## src/rtl/uart_core.sv

```systemverilog
// 8N1 UART transceiver with independent TX and RX state machines.
// Byte handshakes on the parallel side; the RX line is synchronized before any use.
//
// state | meaning
// IDLE  | TX: ready for a byte, line high.  RX: waiting for a falling edge on sin_s
// START | TX: driving the start bit.       RX: waiting for the mid-start-bit check
// DATA  | TX: shifting data bits LSB first. RX: sampling data bits mid-bit
// STOP  | TX: driving the stop bit.        RX: waiting for the mid-stop-bit sample
module uart_core #(
   parameter int ClockFreq = 100_000_000,
   parameter int BaudRate  = 115_200
) (
   input  logic       Clock,
   input  logic       Reset_n,
   input  logic [7:0] DataIn,
   input  logic       DataInValid,
   output logic       DataInReady,
   output logic [7:0] DataOut,
   output logic       DataOutValid,
   input  logic       DataOutReady,
   input  logic       SIn,
   output logic       SOut,
   output logic       FramingError,
   output logic       Overrun
);

   localparam int T  = ClockFreq / BaudRate;
   localparam int CW = $clog2(T);
   localparam logic [CW-1:0] BIT_LAST  = CW'(T - 1);
   localparam logic [CW-1:0] HALF_LAST = CW'(T / 2 - 1);
   localparam logic [CW-1:0] CNT_ONE   = CW'(1);

   typedef enum logic [1:0] {IDLE, START, DATA, STOP} state_t;

   state_t        tx_state;
   logic [CW-1:0] tx_cnt;
   logic [2:0]    tx_bit;
   logic [7:0]    tx_shift;

   state_t        rx_state;
   logic [CW-1:0] rx_cnt;
   logic [2:0]    rx_bit;
   logic [7:0]    rx_shift;
   logic          sin_meta;
   logic          sin_s;
   logic          sin_prev;

   always_ff @(posedge Clock) begin
      if (!Reset_n) begin
         tx_state    <= IDLE;
         tx_cnt      <= '0;
         tx_bit      <= '0;
         tx_shift    <= '0;
         SOut        <= 1'b1;
         DataInReady <= 1'b1;
      end else begin
         case (tx_state)
            IDLE: begin
               SOut        <= 1'b1;
               DataInReady <= 1'b1;
               if (DataInValid && DataInReady) begin
                  tx_shift    <= DataIn;
                  SOut        <= 1'b0;
                  DataInReady <= 1'b0;
                  tx_cnt      <= BIT_LAST;
                  tx_state    <= START;
               end
            end
            START: begin
               if (tx_cnt == '0) begin
                  tx_cnt   <= BIT_LAST;
                  tx_bit   <= '0;
                  SOut     <= tx_shift[0];
                  tx_shift <= {1'b0, tx_shift[7:1]};
                  tx_state <= DATA;
               end else begin
                  tx_cnt <= tx_cnt - CNT_ONE;
               end
            end
            DATA: begin
               if (tx_cnt == '0) begin
                  tx_cnt <= BIT_LAST;
                  if (tx_bit == 3'd7) begin
                     SOut     <= 1'b1;
                     tx_state <= STOP;
                  end else begin
                     SOut     <= tx_shift[0];
                     tx_shift <= {1'b0, tx_shift[7:1]};
                     tx_bit   <= tx_bit + 3'd1;
                  end
               end else begin
                  tx_cnt <= tx_cnt - CNT_ONE;
               end
            end
            STOP: begin
               if (tx_cnt == '0) begin
                  tx_state    <= IDLE;
                  DataInReady <= 1'b1;
               end else begin
                  tx_cnt <= tx_cnt - CNT_ONE;
               end
            end
            default: tx_state <= IDLE;
         endcase
      end
   end

   // sin_prev makes start detection edge-based, so a line stuck low after a
   // bad stop bit cannot immediately retrigger a frame.
   always_ff @(posedge Clock) begin
      if (!Reset_n) begin
         sin_meta     <= 1'b1;
         sin_s        <= 1'b1;
         sin_prev     <= 1'b1;
         rx_state     <= IDLE;
         rx_cnt       <= '0;
         rx_bit       <= '0;
         rx_shift     <= '0;
         DataOut      <= 8'h00;
         DataOutValid <= 1'b0;
         FramingError <= 1'b0;
         Overrun      <= 1'b0;
      end else begin
         sin_meta     <= SIn;
         sin_s        <= sin_meta;
         sin_prev     <= sin_s;
         FramingError <= 1'b0;
         Overrun      <= 1'b0;
         if (DataOutReady) begin
            DataOutValid <= 1'b0;
         end
         case (rx_state)
            IDLE: begin
               if (!sin_s && sin_prev) begin
                  rx_cnt   <= HALF_LAST;
                  rx_state <= START;
               end
            end
            START: begin
               if (rx_cnt == '0) begin
                  if (sin_s) begin
                     rx_state <= IDLE;
                  end else begin
                     rx_cnt   <= BIT_LAST;
                     rx_bit   <= '0;
                     rx_state <= DATA;
                  end
               end else begin
                  rx_cnt <= rx_cnt - CNT_ONE;
               end
            end
            DATA: begin
               if (rx_cnt == '0) begin
                  rx_shift <= {sin_s, rx_shift[7:1]};
                  rx_cnt   <= BIT_LAST;
                  if (rx_bit == 3'd7) begin
                     rx_state <= STOP;
                  end else begin
                     rx_bit <= rx_bit + 3'd1;
                  end
               end else begin
                  rx_cnt <= rx_cnt - CNT_ONE;
               end
            end
            STOP: begin
               if (rx_cnt == '0) begin
                  rx_state <= IDLE;
                  if (sin_s) begin
                     DataOut      <= rx_shift;
                     DataOutValid <= 1'b1;
                     Overrun      <= DataOutValid && !DataOutReady;
                  end else begin
                     FramingError <= 1'b1;
                  end
               end else begin
                  rx_cnt <= rx_cnt - CNT_ONE;
               end
            end
            default: rx_state <= IDLE;
         endcase
      end
   end

endmodule
```

## config.mk

```make
export PLATFORM = sky130hd
export DESIGN_NAME = uart_core
export DESIGN_NICKNAME = d
export VERILOG_FILES = /design/src/rtl/uart_core.sv
export SDC_FILE = /design/constraint.sdc
export NUM_CORES = 1
export LEC_CHECK = 0
export CAP_MARGIN = 20
export CORE_UTILIZATION = 55
export DETAILED_ROUTE_END_ITERATION = 10
export PLACE_DENSITY = 0.76
export SLEW_MARGIN = 20
export SYNTH_ARGS = -nofsm -noshare
export SYNTH_HDL_FRONTEND = slang
export SYNTH_SLANG_ARGS = --single-unit
export TNS_END_PERCENT = 100
```

## constraint.sdc

```tcl
create_clock -name Clock -period 3.5 [get_ports Clock]
set_input_delay 0.7 -clock Clock [delete_from_list [all_inputs] [get_ports Clock]]
set_output_delay 0.7 -clock Clock [all_outputs]
set_load 0.05 [all_outputs]
```

==> impl_summary.txt <==
----------------------------------------------------
[Setup path]
  Slowest stage cell on the critical path ... o21ai_0
  Depth of the worst register-to-register path ... 8
  Most repeated library cell on the critical path ... o21ai_0
  Worst Path Class, Setup ... flop to flop
  Cell Chain, Critical Path ... inv_1 > ha_1 > nor4b_4 > nand3_4 > o21ai_0 > buf_4 > o21ai_0 > a31oi_1
  Maximum single-stage delay on the critical path ... 0.59 ns
  Worst Path Max Fanout ... 8
  Arrival time of the worst setup path ... 2.78 ns
  CP Data Required Time ... 3.77 ns
  Sort of element at the end of the critical path ... flop
  Type of origin of the critical path ... flop

[Detailed routing]
  Post-DRT Antenna Nets ... 0
  WL/cell ... 13.6 um
  Number of DRC violations after detailed routing ... 0
  Iteration-0 DRC Markers ... 130
  Detailed-route wire length ... 6.17 mm
  Number of vias per cell ... 5.82
  Routed vias ... 2,635
  First drt pass iteration count ... 5

[Clocking]
  Number of buffers inserted to repair setup after CTS ... 0
  Max Buffers Root-to-Sink ... 2
  Total clock buffers created by CTS ... 9
  CTS clock-pin slew for the worst setup and hold paths ... 0.07 ns
  Number of sinks handled by clock tree synthesis ... 62
  CTS tree ... built
  Post-cts sizing count ... 0
  Clock root cell ... clkbuf_8
  H-tree levels ... 3
  Hold bufs inserted after CTS ... 0
  Skew-Pair Late Insertion Delay ... 0.35 ns

[Placement]
  Placement-stage cell area ... 0.00338 mm2
  Detailed Place HPWL ... 4.13 mm
  RePlAce Congestion ... 0.853
  Port Buffer Count ... 25

[Finish]
  Antenna diodes ... 0
  Fraction of final layout cells sized beyond drive strength 1 ... 0.0783
  Area grow syn2layout ... 18.9%
  Fill count ... 422
  Number of nets in the final layout ... 406
  Non-Filler Cell Area, Final ... 0.00365 mm2

[Hold path]
  Worst min-delay path category ... flop to flop
  Cells on Worst Hold Path ... 1

[Synth]
  Total standard cell area after synthesis ... 0.00307 mm2
  Most instantiated library cell after synthesis ... dfxtp_1
  #FFs+latches synth ... 62
  Post-synth EDFFs ... 0
  Leading post-synthesis cells by cell area ... dfxtp_1 (40%), ha_1 (6.1%), mux2i_1 (5.5%), nor2_1 (4.8%), a21oi_1 (4.6%)
  Portion of the post-synthesis area used by sequential elements ... 0.404
  Synth Flop Type ... dfxtp_1
  Post-synthesis net count ... 379
  Synth cell count leaders ... dfxtp_1 (62), nor2_1 (39), a21oi_1 (28), nand2_1 (25), o21ai_0 (23)
  Fraction of synthesized cell area taken by the top area cell type ... 0.404
  Average footprint of a synthesized cell ... 8.75 um2
  Yosys synthesis warning count ... 0
  Cell taking the most area after synthesis ... dfxtp_1
  Async S/R FF share, synth ... 0
  Unique cell type count in the Yosys netlist ... 52
  Number of standard cells after synthesis ... 351

[STA]
  RSZ-0062 raised after global routing ... false
  Worst-case headroom to the max-slew limit ... 0.431
  Hold Fails Final Rpt ... 0
  Total count of max-transition violations in the final report ... 0
  Final setup violation count ... 0
  Slew of the pin with the lowest slew margin ... 0.842 ns
  Hold slack final ... 0.413 ns
  Clock period minus final worst setup slack ... 2.51 ns
  FMAX ... 0.398 GHz
  Period Utilization, post-route ... 0.717
  Setup TNS ... 0 ns
  Final clock skew ... 0.00795 ns

[Floorplanning]
  Effective utilization at floorplan ... 0.586
  Die extent in y ... 76.7 um
  Std-Cell Rows ... 26
  Die outline area ... 0.00589 mm2
  I/O pins ... 26
  Overall die width ... 76.7 um
  Core area ... 0.00524 mm2

[Pwr]
  Maximum resistive drop on vdd ... 0.365 mV
  Leakage dissipation ... 0.00147 uW
  Pwr per Cell Area ... 789 mW/mm2

[Global route]
  Antenna violations before repair ... 0
  Overall track demand over capacity in global routing ... 0.225
  Global-route wire length before repair ... 10.6 mm
  Total global routing overflow ... 0
  Number of global-route vias before repair ... 2,366
  Maximum number of pins on one net before global-route repair ... 23

[Status]
  Outcome ... complete, no violations

[Job]
  Max-cap violations ... 0

----------------------------------------------------
==> state kept, by name (all words and copies together), names as in the netlist, 2 cells and up, named ones only <==
name	cells
tx_bit	3
tx_cnt	10
tx_shift	8
rx_bit	3
rx_cnt	10
DataOut	8
tx_state	2
rx_shift	8
==> critical path, delay by kind of cell (launching register included) <==
family,cells,cell delay (ns)
flip-flops,1,0.34
AO/OA/AOI/OAI,3,0.89
adder cells (fa/ha/maj),1,0.29
buffers and inverters,2,0.35
AND/OR/NAND/NOR,2,0.57
==> routing by layer <==
metal / track usage / vias up / share of wire
met5: 0 / - / 0
met4: 0.0962 / 0 / 0.019
met3: 0.0619 / 13 / 0.040
met2: 0.357 / 62 / 0.46
met1: 0.285 / 1229 / 0.48
li1: - / 1331 / -
==> path summary, 6_finish.rpt <==
kind	from	to	slack, ns
setup reg to reg	rx_cnt[0]	rx_cnt[4]	0.99
hold / removal	sin_meta	sin_s	0.41
hold reg to reg	sin_meta	sin_s	0.41
setup / recovery	rx_cnt[0]	rx_cnt[4]	0.99
==> layout make-up <==
| class | instances | area [um2] | area share |
|---|---|---|---|
| clock buffer | 10 | 138 | 0.0377 |
| tap | 70 | 87.6 | 0.0240 |
| timing repair buffer | 29 | 280 | 0.0767 |
| multi-input combinational | 262 | 1720 | 0.471 |
| sequential | 62 | 1240 | 0.340 |
| clock inverter | 6 | 133 | 0.0363 |
| inverter | 14 | 52.6 | 0.0144 |
==> report_power, final <==
group | internal, uW | switching, uW | leakage, uW
Sequential | 826 | 123 | 0.000506
Combinational | 446 | 640 | 0.000835
Clock | 563 | 284 | 0.000132
==> placed cells by master, fill, tap and decap left out, types with 7 or more instances in the layout <==
cell type	synthesis	layout
dfxtp_1	62	62
nand3_1	19	19
a211oi_1	13	13
nand2b_1	8	8
mux2i_1	17	17
ha_1	15	15
nor2_1	39	39
o21ai_0	23	23
inv_1	14	14
a21oi_1	28	28
clkdlybuf4s50_1	0	25
clkbuf_8	0	10
nand2_1	25	25
nor2b_1	7	7
nor3_1	8	8
==> through the flow <==
stage	instances	power [uW]	setup WS, ns	util
4_1_cts	453	2880	1.04	0.698
5_1_grt	453	3060	0.806	0.698
2_1_floorplan	351	1810	1.53	-
3_3_place_gp	437	2010	0.941	0.646
3_5_place_dp	437	2030	0.892	0.646
6_report	453	2880	0.989	0.698
==> cells by family after synthesis <==
group / Yosys count / synth area share
and+or+nand+nor: 131 / 0.229
AOI/OAI and AO/OA: 94 / 0.201
DFF: 62 / 0.404
buffers and inverters: 27 / 0.0354
muxes: 17 / 0.0554
adders and majority gates: 15 / 0.0611
xor gates and xnor gates: 5 / 0.0143
No activity file was read; power rests on OpenSTA's default activity.
